==> config.mk <==
export PLATFORM = sky130hd
export DESIGN_NAME = regfile_write_arbiter
export DESIGN_NICKNAME = d
export VERILOG_FILES = /design/src/rtl/regfile_write_arbiter.sv
export SDC_FILE = /design/constraint.sdc
export NUM_CORES = 1
export LEC_CHECK = 0
export ABC_AREA = 1
export CAP_MARGIN = 15
export CORE_MARGIN = 5
export CORE_UTILIZATION = 42
export CTS_CLUSTER_DIAMETER = 50
export DETAILED_ROUTE_END_ITERATION = 8
export PLACE_DENSITY = 0.85
export SYNTH_ARGS = -nofsm -noshare
export SYNTH_HDL_FRONTEND = slang
export SYNTH_SLANG_ARGS = --single-unit
export TNS_END_PERCENT = 100
==> constraint.sdc <==
create_clock -name clk -period 3 [get_ports clk]
set_clock_uncertainty 0.1 [all_clocks]
set_input_delay 0.6 -clock clk [delete_from_list [all_inputs] [get_ports clk]]
set_output_delay 0.6 -clock clk [all_outputs]
set_load 0.01 [all_outputs]
==> src/rtl/regfile_write_arbiter.sv <==
// regfile_write_arbiter: round-robin arbiter sharing the register file write port between ALU and load writeback
module regfile_write_arbiter #(
  parameter int DATA_WIDTH = 64,
  parameter int ADDR_WIDTH = 5,
  parameter int NUM_REGS = 32,
  parameter int ZERO_REG = 31
) (
  input  logic                  clk,
  input  logic                  reset,
  input  logic                  req0,
  input  logic [ADDR_WIDTH-1:0] addr0,
  input  logic [DATA_WIDTH-1:0] data0,
  output logic                  gnt0,
  input  logic                  req1,
  input  logic [ADDR_WIDTH-1:0] addr1,
  input  logic [DATA_WIDTH-1:0] data1,
  output logic                  gnt1,
  input  logic                  stall,
  output logic                  wr_en,
  output logic [ADDR_WIDTH-1:0] wr_addr,
  output logic [DATA_WIDTH-1:0] wr_data,
  output logic [NUM_REGS-1:0]   wr_dec,
  output logic                  prio
);
  logic [ADDR_WIDTH-1:0] addr_w;
  logic [DATA_WIDTH-1:0] data_w;
  logic                  live;
  always_comb begin
    gnt0 = reset && !stall && req0 && (!req1 || !prio);
    gnt1 = reset && !stall && req1 && (!req0 || prio);
    addr_w = gnt1 ? addr1 : addr0;
    data_w = gnt1 ? data1 : data0;
    live = addr_w != ADDR_WIDTH'(ZERO_REG);
  end
  always_ff @(posedge clk or negedge reset)
    if (!reset) begin
      wr_en <= 1'b0;
      wr_addr <= '0;
      wr_data <= '0;
      wr_dec <= '0;
      prio <= 1'b0;
    end else if (gnt0 || gnt1) begin
      prio <= gnt0;
      wr_addr <= addr_w;
      wr_data <= data_w;
      wr_en <= live;
      wr_dec <= live ? {{(NUM_REGS-1){1'b0}}, 1'b1} << addr_w : '0;
    end else begin
      wr_en <= 1'b0;
      wr_dec <= '0;
    end
endmodule

==> out/results.txt, run 1 <==
status - completed
TritonCTS Buffers - 9
RSZ-0062 raised after global routing - no
Ports - 248
Die ar. - 13,200 um^2
Synth Net Count - 661
max-slew violations - 0
post-synth top area share - 55.9%
synth cell count leaders - dfrtp_1 (103), nand2_1 (102), nor2_1 (91), o21ai_1 (67), a21oi_1 (64)
Post-Syn Instances - 518
width of the die - 115 um
clock root buffer - clkbuf_8
# resized after CTS - 0
initial antenna violation count - 0
first-pass GRT wire length - 22.9 mm
total number of yosys warnings - 0
DRC Markers - 0
post-layout minimum cycle time - 2790 ps
vias - 4,445
worst slew pin tran - 1030 ps
diode count - 0
Fin. Hold Viols - 0
final-layout fill cell count - 850
hold_buf cts - 0
grt total ovfl - 0
Critical Path RT - 2300 ps
Die Span Y - 115 um
worst flop-to-flop path startpoint - prio$_DFFE_PN0P_
Total Neg Setup Slack - 0 ps
DR WL/cell - 16.6 um
post-route antenna net violation count - 0
Routed WL - 14.9 mm
Global Route Usage Sum - 22.1%
design area - 7240 um^2
cells on worst reg2reg path - 8
worst-path fanout max - 6
sequential element share of the synthesized area - 55.9%
Initial Utilization - 42.7%
H-tree depth - 3
WP data arrival - 2090 ps
Setup crit end kind - output pin
Synth area leader - dfrtp_1
vias per cell - 4.94
Post-synth EDFFs - 0
startpoint types - primary input
# clock sinks - 103
PwrDens - 533 nW/um^2
ys flop type - dfrtp_1
Distinct cells, synth - 22
Site Rows - 38
top achievable clock speed - 358 MHz
fraction of layout cells with a size suffix above 1 - 7.25%
DRT Pass-1 Iters - 5
max-cap violation count - 0
HPWL after DPL - 11.2 mm
ys async rst share - 100%
Worst-Skew Late Latency - 350 ps
reg2reg end - wr_dec[16]$_DFF_PN0_
CTS tree - yes
Worst Hold Class - in2async
top post-synthesis cells by area - dfrtp_1 (56%), nand2_1 (8.3%), nor2_1 (7.4%), o21ai_1 (7.3%), a21oi_1 (7.0%)
vias in the first global route - 4,472
post-CTS setup buffers - 0
FF+latch count, synth - 103
Final GP Congestion - 0.914
maximum number of pins on one net before global-route repair - 76
crit path kind - in2out
IO Port Bufs - 247
count leader, synth - dfrtp_1
leakage power - 3.23 nW
# setup viols final - 0
Core ar. - 10,800 um^2
Nets - 897
Peak VDD IR - 303 uV
Clock Path Buffers - 2
placed inst area - 7060 um^2
Final Cycle Share - 93.1%
Slew HR - 31.3%
DRT iter0 DRCs - 301
FF-to-FF setup slack - 820 ps
Syn Std Cell Area - 4610 um^2
clock slew at reported path FFs - 100 ps
Syn Area/Cell - 8.89 um^2
Area Growth Syn to Fin - 57.2%
[worst max-delay path, stage by stage]
cell             delay, ps
clkdlybuf4s50_1        490
nor2_8                 160
nand3_2                 90
inv_2                  170
clkdlybuf4s50_1        580
[how the worst max path moves through the flow]
stage	slack [ps]	endpoint	from	depth (start not counted)
after floorplan	1060	gnt0	req1	5
after global placement	200	wr_dec[16]$_DFF_PN0_	stall	8
after detailed placement	120	wr_dec[16]$_DFF_PN0_	stall	8
after CTS	190	gnt0	stall	5
after global routing	160	gnt0	stall	5
final	210	gnt0	stall	5
[report_power, final]
part	leakage, nW	switching [W]	total [W]	internal (W)
registers	1.29	0.000136	0.00177	0.00163
clock network	0.0931	0.000479	0.000795	0.000316
logic	1.84	0.000576	0.00130	0.000724
[cell type report]
cell class / count / area [um^2] / share of cell area [%]
repair buffers: 258 / 2550 / 35.2
clock buffers: 10 / 128 / 1.76
clock inverters: 6 / 51.3 / 0.708
well taps: 140 / 175 / 2.42
inverters: 22 / 82.6 / 1.14
flip-flops and latches: 103 / 2580 / 35.6
multi-input cells: 360 / 1680 / 23.1
[state kept, by name (all words and copies together), names as in the netlist]
name	flops
wr_data	64
wr_en	1
prio	1
wr_dec	32
wr_addr	5
[layer usage]
metal	global-route usage, %	up-vias	wire length, um	share of wire, %
met5	0	-	0	0
met4	8.29	0	373	2.5
met3	5.37	25	1290	8.6
met2	38.1	196	7460	50
met1	26.9	2079	5780	39
li1	-	2145	-	-
[cell families after synthesis]
group                  count (synthesis)  synth area share (%)
DFF                                  103                  55.9
other                                  1                0.0814
buffers and inverters                 55                  7.69
AOI/OAI and AO/OA                    133                  14.5
and+or+nand+nor                      226                  21.8
[through the flow]
step	hold WS (ps)	power [W]	cells	utilization (%)	setup slack (ps)
final	277	0.00386	899	67.1	207
after global routing	323	0.00408	899	67.1	156
after CTS	286	0.00390	899	67.1	193
after detailed placement	371	0.00310	883	65.4	124
after global placement	370	0.00306	883	65.4	200
after floorplan	204	0.00227	518	-	1060
[cell usage in the layout, fill, tap and decap left out, drive strengths merged, types with 5 or more instances in the layout]
master	synthesis	layout
o21ai	69	69
nand4	9	9
nor2	105	105
clkbuf	0	10
dfrtp	103	103
inv	21	24
buf	33	12
nand3	5	5
a21oi	64	64
clkdlybuf4s50	0	246
nand2	107	107
Note: power is estimated with default switching activity, not from simulation.
==> inputs of run 2 (changes only) <==
==> constraint.sdc (replaced) <==
create_clock -name clk -period 3.48 [get_ports clk]
set_clock_uncertainty 0.1 [all_clocks]
set_input_delay 0.696 -clock clk [delete_from_list [all_inputs] [get_ports clk]]
set_output_delay 0.696 -clock clk [all_outputs]
set_load 0.01 [all_outputs]
==> out/results.txt, run 2 (synthesized netlist as in run 1, its figures left out) <==
status - completed (unchanged)
HPWL after DPL - 11.5 mm (was 11.2 mm)
Worst-Skew Late Latency - 360 ps (was 350 ps)
post-layout minimum cycle time - 3090 ps
Clk network pwr share - 22.5% (was 20.6%)
hold_buf cts - 0 (unchanged)
Worst Hold Class - in2async (unchanged)
Clock Path Buffers - 2 (unchanged)
Fin. Hold Viols - 0 (unchanged)
DRC Markers - 0 (unchanged)
diode count - 0 (unchanged)
H-tree depth - 3 (unchanged)
commonest cells after routing, fill and taps aside - clkdlybuf4s50_1 (246), dfrtp_1 (103), nand2_1 (102) (unchanged)
post-CTS setup buffers - 0 (unchanged)
worst-path fanout max - 10 (was 6)
max-slew violations - 0 (unchanged)
first-pass GRT wire length - 23.8 mm (was 22.9 mm)
Ports - 248 (unchanged)
Site Rows - 38 (unchanged)
Nets - 893 (was 897)
PwrDens - 470 nW/um^2 (was 533 nW/um^2)
max FFs per register - 64 (unchanged)
Sequential Power Share - 44.6% (was 45.7%)
WP data arrival - 2290 ps (was 2090 ps)
Core ar. - 10,800 um^2 (unchanged)
top achievable clock speed - 324 MHz
RSZ-0062 raised after global routing - no (unchanged)
vias - 4,489 (was 4,445)
vias per cell - 5.02 (was 4.94)
Die Span Y - 115 um (unchanged)
Final Total Pwr - 0.00341 W (was 0.00386 W)
Global Route Usage Sum - 23.0% (was 22.1%)
Final Cycle Share - 88.7%
worst flop-to-flop path startpoint - prio$_DFFE_PN0P_ (unchanged)
leakage power - 3.21 nW (was 3.23 nW)
DRT Pass-1 Iters - 7 (was 5)
DR WL/cell - 17.2 um (was 16.6 um)
Pint - 0.00237 W (was 0.00267 W)
startpoint types - primary input (unchanged)
vias in the first global route - 4,551 (was 4,472)
width of the die - 115 um (unchanged)
Setup crit end kind - output pin (unchanged)
switching pwr - 0.00104 W (was 0.00119 W)
Routed WL - 15.4 mm (was 14.9 mm)
initial antenna violation count - 0 (unchanged)
largest registers - wr_data (64), wr_dec (32), wr_addr (5) (unchanged)
cells on worst reg2reg path - 8 (unchanged)
# clock sinks - 103 (unchanged)
maximum number of pins on one net before global-route repair - 65 (was 76)
CTS tree - yes (unchanged)
DRT iter0 DRCs - 277 (was 301)
max-cap violation count - 0 (unchanged)
Die ar. - 13,200 um^2 (unchanged)
Critical Path RT - 2680 ps (was 2300 ps)
Gate power share - 32.9% (was 33.7%)
grt total ovfl - 0 (unchanged)
worst slew pin tran - 710 ps (was 1030 ps)
Initial Utilization - 42.7% (unchanged)
clock slew at reported path FFs - 100 ps (about the same)
Area Growth Syn to Fin - 57.3% (was 57.2%)
TritonCTS Buffers - 9 (unchanged)
post-route antenna net violation count - 0 (unchanged)
commonest non-fill, non-tap cell in the layout - clkdlybuf4s50_1 (unchanged)
crit path kind - in2out (unchanged)
Peak VDD IR - 257 uV (was 303 uV)
IO Port Bufs - 247 (unchanged)
reg2reg end - wr_data[61]$_DFFE_PN0P_ (was wr_dec[16]$_DFF_PN0_)
# resized after CTS - 0 (unchanged)
Slew HR - 52.6% (was 31.3%)
Final GP Congestion - 0.925 (was 0.914)
# setup viols final - 0 (unchanged)
clock root buffer - clkbuf_8 (unchanged)
fraction of layout cells with a size suffix above 1 - 6.89% (was 7.25%)
Total Neg Setup Slack - 0 ps (unchanged)
Top reg by flops - wr_data (unchanged)
switching part of the total power - 30.6% (was 30.9%)
FF-to-FF setup slack - 1310 ps (was 820 ps)
-- run 2: cell types whose count changed in the layout (fill, tap and decap cells not counted), sizes merged --
| cell | change |
|---|---|
| buf | -4 |
| clkinvlp | +3 |
| clkinv | -2 |
| bufinv | +1 |
| clkbuf | -1 |
| inv | -1 |
-- run 2: worst max-delay path by stage --
stage          start   end  slack (ps)  depth (start not counted)
2_1_floorplan   req1  gnt0        1350                          5
3_3_place_gp    req1  gnt0         440                          5
3_5_place_dp    req1  gnt0         410                          5
4_1_cts         req1  gnt0         400                          5
5_1_grt         req1  gnt0         340                          5
6_report        req1  gnt0         390                          5
-- run 2: worst max-delay path, cell delays in order --
cell             delay [ps]
clkdlybuf4s50_1         620
nand2_1                 180
nand3_2                 100
inv_2                   140
clkdlybuf4s50_1         560
-- run 2: power by group through the flow --
stage,clock (W),combinational (W),sequential (W)
floorplan,0,0.000320,0.00164
global placement,0,0.00110,0.00153
detailed placement,0,0.00113,0.00154
CTS,0.000789,0.00113,0.00152
global route,0.000834,0.00121,0.00155
finish,0.000765,0.00112,0.00152
-- run 2: cell type report --
| type | instances | area (um^2) |
|---|---|---|
| Fill cell | 862 | 3540 |
| Tap cell | 140 | 175 |
| Clock inverter | 7 | 78.8 |
| Sequential cell | 103 | 2580 |
| Multi-Input combinational cell | 360 | 1680 |
| Inverter | 22 | 82.6 |
| Timing Repair Buffer | 254 | 2530 |
| Clock buffer | 9 | 124 |
-- run 2: routing by layer --
| layer | vias up | track usage (%) | part of all wire (%) |
|---|---|---|---|
| li1 | 2131 | - | - |
| met1 | 2143 | 26.6 | 38 |
| met2 | 187 | 40.7 | 51 |
| met3 | 28 | 6.05 | 8.6 |
| met4 | 0 | 8.69 | 2.4 |
| met5 | - | 0 | 0 |
-- run 2: metrics by stage --
step | hold WS [ps] | area (um^2) | std cells | util [%] | setup slack (ps)
6_report | 376 | 7250 | 895 | 67.2 | 393
5_1_grt | 415 | 7250 | 895 | 67.2 | 339
4_1_cts | 377 | 7250 | 895 | 67.2 | 401
3_5_place_dp | 369 | 7050 | 879 | 65.3 | 409
3_3_place_gp | 366 | 7050 | 879 | 65.3 | 442
2_1_floorplan | 300 | 4610 | 518 | - | 1350
